$ cat config.mk
export PLATFORM = sky130hd
export DESIGN_NAME = vmul_elem_sequencer
export DESIGN_NICKNAME = d
export VERILOG_FILES = /design/src/rtl/vmul_elem_sequencer.sv
export SDC_FILE = /design/constraint.sdc
export NUM_CORES = 1
export LEC_CHECK = 0
export CELL_PAD_IN_SITES_DETAIL_PLACEMENT = 1
export CELL_PAD_IN_SITES_GLOBAL_PLACEMENT = 1
export CORE_MARGIN = 1.5
export CORE_UTILIZATION = 47
export CTS_CLUSTER_SIZE = 25
export DETAILED_ROUTE_END_ITERATION = 7
export GPL_ROUTABILITY_DRIVEN = 0
export HOLD_SLACK_MARGIN = 0.03
export PLACE_DENSITY = 0.95
export SETUP_SLACK_MARGIN = 0.4
export SLEW_MARGIN = 5
export SYNTH_ARGS = -nofsm -noshare
export SYNTH_HDL_FRONTEND = slang
export SYNTH_HIERARCHICAL = 1
export SYNTH_SLANG_ARGS = --single-unit
$ cat constraint.sdc
create_clock -name clk -period 19.5 [get_ports clk]
set_clock_uncertainty 0.15 [all_clocks]
set_input_delay 5.85 -clock clk [delete_from_list [all_inputs] [get_ports clk]]
set_output_delay 5.85 -clock clk [all_outputs]
set_load 0.05 [all_outputs]
$ cat src/rtl/vmul_elem_sequencer.sv
// rtl/vmul_elem_sequencer.sv - element-serial vector multiply over one shared vedic multiplier
// Optional signed support: define VMUL_SEQ_SIGNED_EN.

module vedic_mul_unsigned #(
   parameter int         WIDTH                = 8,
   parameter int         MIN_MUL_LEVEL        = 4,
   parameter logic [1:0] MUL_IDX              = 2'b00,
   parameter bit         GET_MID_PREV_RESULTS = 1'b0
) (
   input  logic [WIDTH-1:0]   a,
   input  logic [WIDTH-1:0]   b,
   output logic [2*WIDTH-1:0] result,
   output logic [2*WIDTH-1:0] prev_result
);
   generate
      if (WIDTH <= MIN_MUL_LEVEL) begin : g_leaf
         assign result      = {{WIDTH{1'b0}}, a} * {{WIDTH{1'b0}}, b};
         assign prev_result = '0;
      end else begin : g_split
         localparam int H = WIDTH / 2;
         logic [WIDTH-1:0]   p_ll, p_lh, p_hl, p_hh;
         logic [2*WIDTH-1:0] mid;
         vedic_mul_unsigned #(.WIDTH(H), .MIN_MUL_LEVEL(MIN_MUL_LEVEL), .MUL_IDX(2'b00), .GET_MID_PREV_RESULTS(1'b0))
            u_ll (.a(a[H-1:0]), .b(b[H-1:0]), .result(p_ll), .prev_result());
         vedic_mul_unsigned #(.WIDTH(H), .MIN_MUL_LEVEL(MIN_MUL_LEVEL), .MUL_IDX(2'b01), .GET_MID_PREV_RESULTS(1'b0))
            u_lh (.a(a[H-1:0]), .b(b[WIDTH-1:H]), .result(p_lh), .prev_result());
         vedic_mul_unsigned #(.WIDTH(H), .MIN_MUL_LEVEL(MIN_MUL_LEVEL), .MUL_IDX(2'b10), .GET_MID_PREV_RESULTS(1'b0))
            u_hl (.a(a[WIDTH-1:H]), .b(b[H-1:0]), .result(p_hl), .prev_result());
         vedic_mul_unsigned #(.WIDTH(H), .MIN_MUL_LEVEL(MIN_MUL_LEVEL), .MUL_IDX(2'b11), .GET_MID_PREV_RESULTS(1'b0))
            u_hh (.a(a[WIDTH-1:H]), .b(b[WIDTH-1:H]), .result(p_hh), .prev_result());
         assign mid         = {{H{1'b0}}, p_lh, {H{1'b0}}} + {{H{1'b0}}, p_hl, {H{1'b0}}};
         assign result      = {p_hh, p_ll} + mid;
         assign prev_result = GET_MID_PREV_RESULTS ? mid : '0;
      end
   endgenerate
endmodule

module vmul_elem_sequencer #(
   parameter int VLEN          = 64,
   parameter int ELEM_WIDTH    = 8,
   parameter int MIN_MUL_LEVEL = 4
) (
   input  logic            clk,
   input  logic            rst,
   input  logic            req_valid,
   output logic            req_ready,
   input  logic [VLEN-1:0] req_srca,
   input  logic [VLEN-1:0] req_srcb,
   input  logic            req_high,
   input  logic            req_signed,
   input  logic            flush,
   output logic            resp_valid,
   input  logic            resp_ready,
   output logic [VLEN-1:0] resp_result,
   output logic            busy
);
   localparam int NUM_ELEMS = VLEN / ELEM_WIDTH;
   localparam int CNT_W     = $clog2(NUM_ELEMS) + 1;
   localparam int IDX_W     = CNT_W - 1;
   localparam int EW        = ELEM_WIDTH;
   localparam logic [CNT_W-1:0] LAST = CNT_W'(NUM_ELEMS - 1);

   typedef enum logic [1:0] {S_IDLE, S_ISSUE, S_DRAIN, S_RESP} state_t;
   state_t state;

   logic [VLEN-1:0]   src_a, src_b;
   logic              high_q, signed_q, s1_valid, neg_q, issue_neg;
   logic [CNT_W-1:0]  issue_cnt, wb_cnt;
   logic [EW-1:0]     op_a, op_b, elem_a, elem_b, mag_a, mag_b, sel;
   logic [2*EW-1:0]   prod, prod_fix;
   logic [IDX_W-1:0]  issue_idx, wb_idx;

   assign issue_idx = issue_cnt[IDX_W-1:0];
   assign wb_idx    = wb_cnt[IDX_W-1:0];
   assign elem_a    = src_a[int'(issue_idx)*EW +: EW];
   assign elem_b    = src_b[int'(issue_idx)*EW +: EW];

`ifdef VMUL_SEQ_SIGNED_EN
   logic sign_a, sign_b;
   assign sign_a    = signed_q & elem_a[EW-1];
   assign sign_b    = signed_q & elem_b[EW-1];
   // Magnitude of the most-negative value is exact as an unsigned EW-bit number.
   assign mag_a     = sign_a ? -elem_a : elem_a;
   assign mag_b     = sign_b ? -elem_b : elem_b;
   assign issue_neg = sign_a ^ sign_b;
   assign prod_fix  = neg_q ? -prod : prod;
`else
   logic unused_signed;
   assign unused_signed = signed_q ^ neg_q;
   assign mag_a     = elem_a;
   assign mag_b     = elem_b;
   assign issue_neg = 1'b0;
   assign prod_fix  = prod;
`endif

   assign sel = high_q ? prod_fix[2*EW-1:EW] : prod_fix[EW-1:0];

   vedic_mul_unsigned #(
      .WIDTH(ELEM_WIDTH), .MIN_MUL_LEVEL(MIN_MUL_LEVEL), .MUL_IDX(2'b00), .GET_MID_PREV_RESULTS(1'b0)
   ) u_mul (
      .a(op_a), .b(op_b), .result(prod), .prev_result()
   );

   always_ff @(posedge clk or posedge rst) begin
      if (rst) begin
         state       <= S_IDLE;
         req_ready   <= 1'b1;
         busy        <= 1'b0;
         resp_valid  <= 1'b0;
         resp_result <= '0;
         src_a       <= '0;
         src_b       <= '0;
         high_q      <= 1'b0;
         signed_q    <= 1'b0;
         issue_cnt   <= '0;
         wb_cnt      <= '0;
         s1_valid    <= 1'b0;
         op_a        <= '0;
         op_b        <= '0;
         neg_q       <= 1'b0;
      end else if (flush) begin
         state       <= S_IDLE;
         req_ready   <= 1'b1;
         busy        <= 1'b0;
         resp_valid  <= 1'b0;
         resp_result <= '0;
         s1_valid    <= 1'b0;
      end else begin
         case (state)
            S_IDLE: if (req_valid && req_ready) begin
               src_a       <= req_srca;
               src_b       <= req_srcb;
               high_q      <= req_high;
               signed_q    <= req_signed;
               resp_result <= '0;
               issue_cnt   <= '0;
               wb_cnt      <= '0;
               req_ready   <= 1'b0;
               busy        <= 1'b1;
               state       <= S_ISSUE;
            end
            S_ISSUE: begin
               op_a      <= mag_a;
               op_b      <= mag_b;
               neg_q     <= issue_neg;
               s1_valid  <= 1'b1;
               issue_cnt <= issue_cnt + CNT_W'(1);
               if (issue_cnt == LAST) state <= S_DRAIN;
            end
            S_DRAIN: s1_valid <= 1'b0;
            S_RESP: if (resp_ready) begin
               resp_valid <= 1'b0;
               req_ready  <= 1'b1;
               busy       <= 1'b0;
               state      <= S_IDLE;
            end
            default: state <= S_IDLE;
         endcase
         // Writeback runs one cycle behind issue, overlapping ISSUE and DRAIN.
         if (s1_valid) begin
            resp_result[int'(wb_idx)*EW +: EW] <= sel;
            wb_cnt <= wb_cnt + CNT_W'(1);
            if (wb_cnt == LAST) begin
               resp_valid <= 1'b1;
               state      <= S_RESP;
            end
         end
      end
   end
endmodule

==> out/results.tsv <==
stage	metric	value	unit
synth	synth.cell_area	12600	sq um
global_routing	grt_usage	0.318	
cells_and_area	drive_gt1_frac	0.210	
cells_and_area	fin_cells	1588	
global_routing	grt_pass1_vias	10927	
cts	clock_latency	0.55	ns
timing	worstMarginPinSlew	1.30	ns
floorplan	coreArea	26200	sq um
global_routing	antenna_found_initial	3	
cts	tritoncts	done	
floorplan	die_h	167	um
route	wl_per_cell	27.3	um
cells_and_area	final_nets	1453	
flow_run	maxCapViolCount	0	
floorplan	boundaryPins	202	
critical_path	cp.arrival	8.68	ns
critical_path	reg2reg_from	op_a[2]	
floorplan	die_area	27800	sq um
power	p_seq_frac	0.298	
synth	syn_nets	1274	
global_routing	grt-ovfl-total	0	
cts	clkSinkCount	223	
route	ant_nets	0	
power	clock_power_share	0.219	
cts	cts_buffers	26	
timing	report.final.setup_viol	0	
placed_design	dp_hpwl	25700	um
critical_path	criticalPathCategory	input pin to register	
timing	slew_headroom	0.132	
timing	fin_tns_setup	0	ns
outcome	violations	DRC	
placed_design	dp.cells	1539	
synth	synthCells	1053	
power	switching_share	0.425	
cells_and_area	syn2layout_area_growth	24.7	%
cts	cts-root-buf	clkbuf_16	
cts	clock_path_buffers	3	
synth	yosysWarnings	6	
power	p_sw	984	uW
critical_path	critPathCaptureType	register	
power	power_density	148	nW/um^2
timing	worst_slack	11.09	ns
timing	layout_min_cycle_time	8.41	ns
placed_design	place_ws	10.57	ns
timing	period_share	0.431	
worst_hold_path	whs_path_depth	1	
critical_path	cp.required	19.77	ns
cts	ctsHoldBuffers	0	
cts	cts_setup_buffers	0	
cts	clk_pin_slew_worst_paths	0.06	ns
outcome	status	finished with violations	
critical_path	crit_fanout	83	
route	wirelength	43300	um
cts	cts_max_level	1	
power	share_comb_of_total_power	0.483	
synth	avgSynthCellArea	12.0	sq um
cts	cts_resized	0	
power	design_power_total	2.32	mW
critical_path	startpoint	req_valid	
route	dr.pass1.iters	8	
timing	finalHoldViolCount	0	
power	vdd.ir_drop.worst	0.117	mV
timing	timing.fmax	119	MHz
floorplan	rows	59	
global_routing	grt_pass1_wl	67500	um
route	num_vias	9618	
critical_path	crit_path_start_kind	input pin	
route	viasPerCell	6.06	
placed_design	portBuffers	200	
timing	drv_slew	0	
critical_path	r2r_cells	18	
floorplan	start_util	0.480	
floorplan	fp.dieW	167	um
global_routing	grt_max_degree	99	
worst_hold_path	hp-class	register to register	
route	drc_errors	22	
route	drt_iter0_drc	688	
timing	rsz0062_at_grt	no	
power	power.leakage	6.86	nW
power	internal_power	1.33	mW
worst_hold_path	hold_start	src_b[35]	
[registers in the layout (all words and copies together), names as in the netlist]
register,cells
req_ready,1
src_a,64
s1_valid,1
issue_cnt,4
wb_cnt,4
high_q,1
busy,1
resp_valid,1
op_b,8
src_b,64
op_a,8
state,2
resp_result,64
[stage by stage]
stage | util | cell area [sq um] | hold WS [ns]
after CTS | 0.599 | 15700 | 0.361
after detailed placement | 0.565 | 14800 | 0.321
after global routing | 0.599 | 15700 | 0.377
after floorplan | - | 12600 | 0.302
after global placement | 0.565 | 14800 | 0.313
final | 0.599 | 15700 | 0.362
[critical path, stage by stage]
cell             delay [ns]
clkdlybuf4s50_1        0.53
nand4bb_2              0.18
nor2_4                 0.14
buf_4                  0.54
buf_4                  0.93
mux2_2                 0.44
[power groups by stage]
stage,sequential (mW),combinational (mW),clock (mW)
after global placement,0.662,0.949,0
after global routing,0.698,1.19,0.528
after floorplan,0.624,0.740,0
after detailed placement,0.681,1.01,0
after CTS,0.685,1.10,0.513
final,0.690,1.12,0.508
[per-layer routing]
| metal | up-vias | global-route usage | share of wire |
|---|---|---|---|
| met4 | 0 | 0.167 | 0.050 |
| li1 | 4102 | - | - |
| met2 | 437 | 0.550 | 0.50 |
| met1 | 4933 | 0.363 | 0.38 |
| met3 | 146 | 0.0820 | 0.072 |
| met5 | - | 0 | 0 |
[cell usage in the layout, fill, tap and decap left out, types with 14 or more instances in the layout]
| master | count |
|---|---|
| o21ai_0 | 27 |
| clkdlybuf4s50_1 | 199 |
| ha_1 | 61 |
| clkbuf_16 | 26 |
| mux2i_1 | 43 |
| or3_1 | 14 |
| or2_2 | 14 |
| mux2_2 | 128 |
| dfrtp_1 | 221 |
| a21oi_1 | 48 |
| mux4_2 | 32 |
| nand3_1 | 29 |
| inv_1 | 28 |
| nand2_1 | 70 |
| and2_1 | 68 |
| nor2_1 | 34 |
| fa_1 | 25 |
| xnor2_1 | 15 |
[area by class of cell]
type	count	area [sq um]
antenna	1	2.50
clock buffer	38	796
clock inverter	10	103
fill	2535	10500
inverter	29	116
multi-input combinational	744	6630
sequential	223	5580
tap	335	419
timing repair buffer	208	2060
[final timing paths]
check / end / slack, ns
max: src_a[6] / 11.09
min: src_b[35] / 0.36
max reg2reg: resp_result[10] / 13.04
min reg2reg: src_b[35] / 0.36
max in group asynchronous: src_b[29] / 12.12
min in group asynchronous: src_a[54] / 5.70
Power figures use the tool's default switching activity.
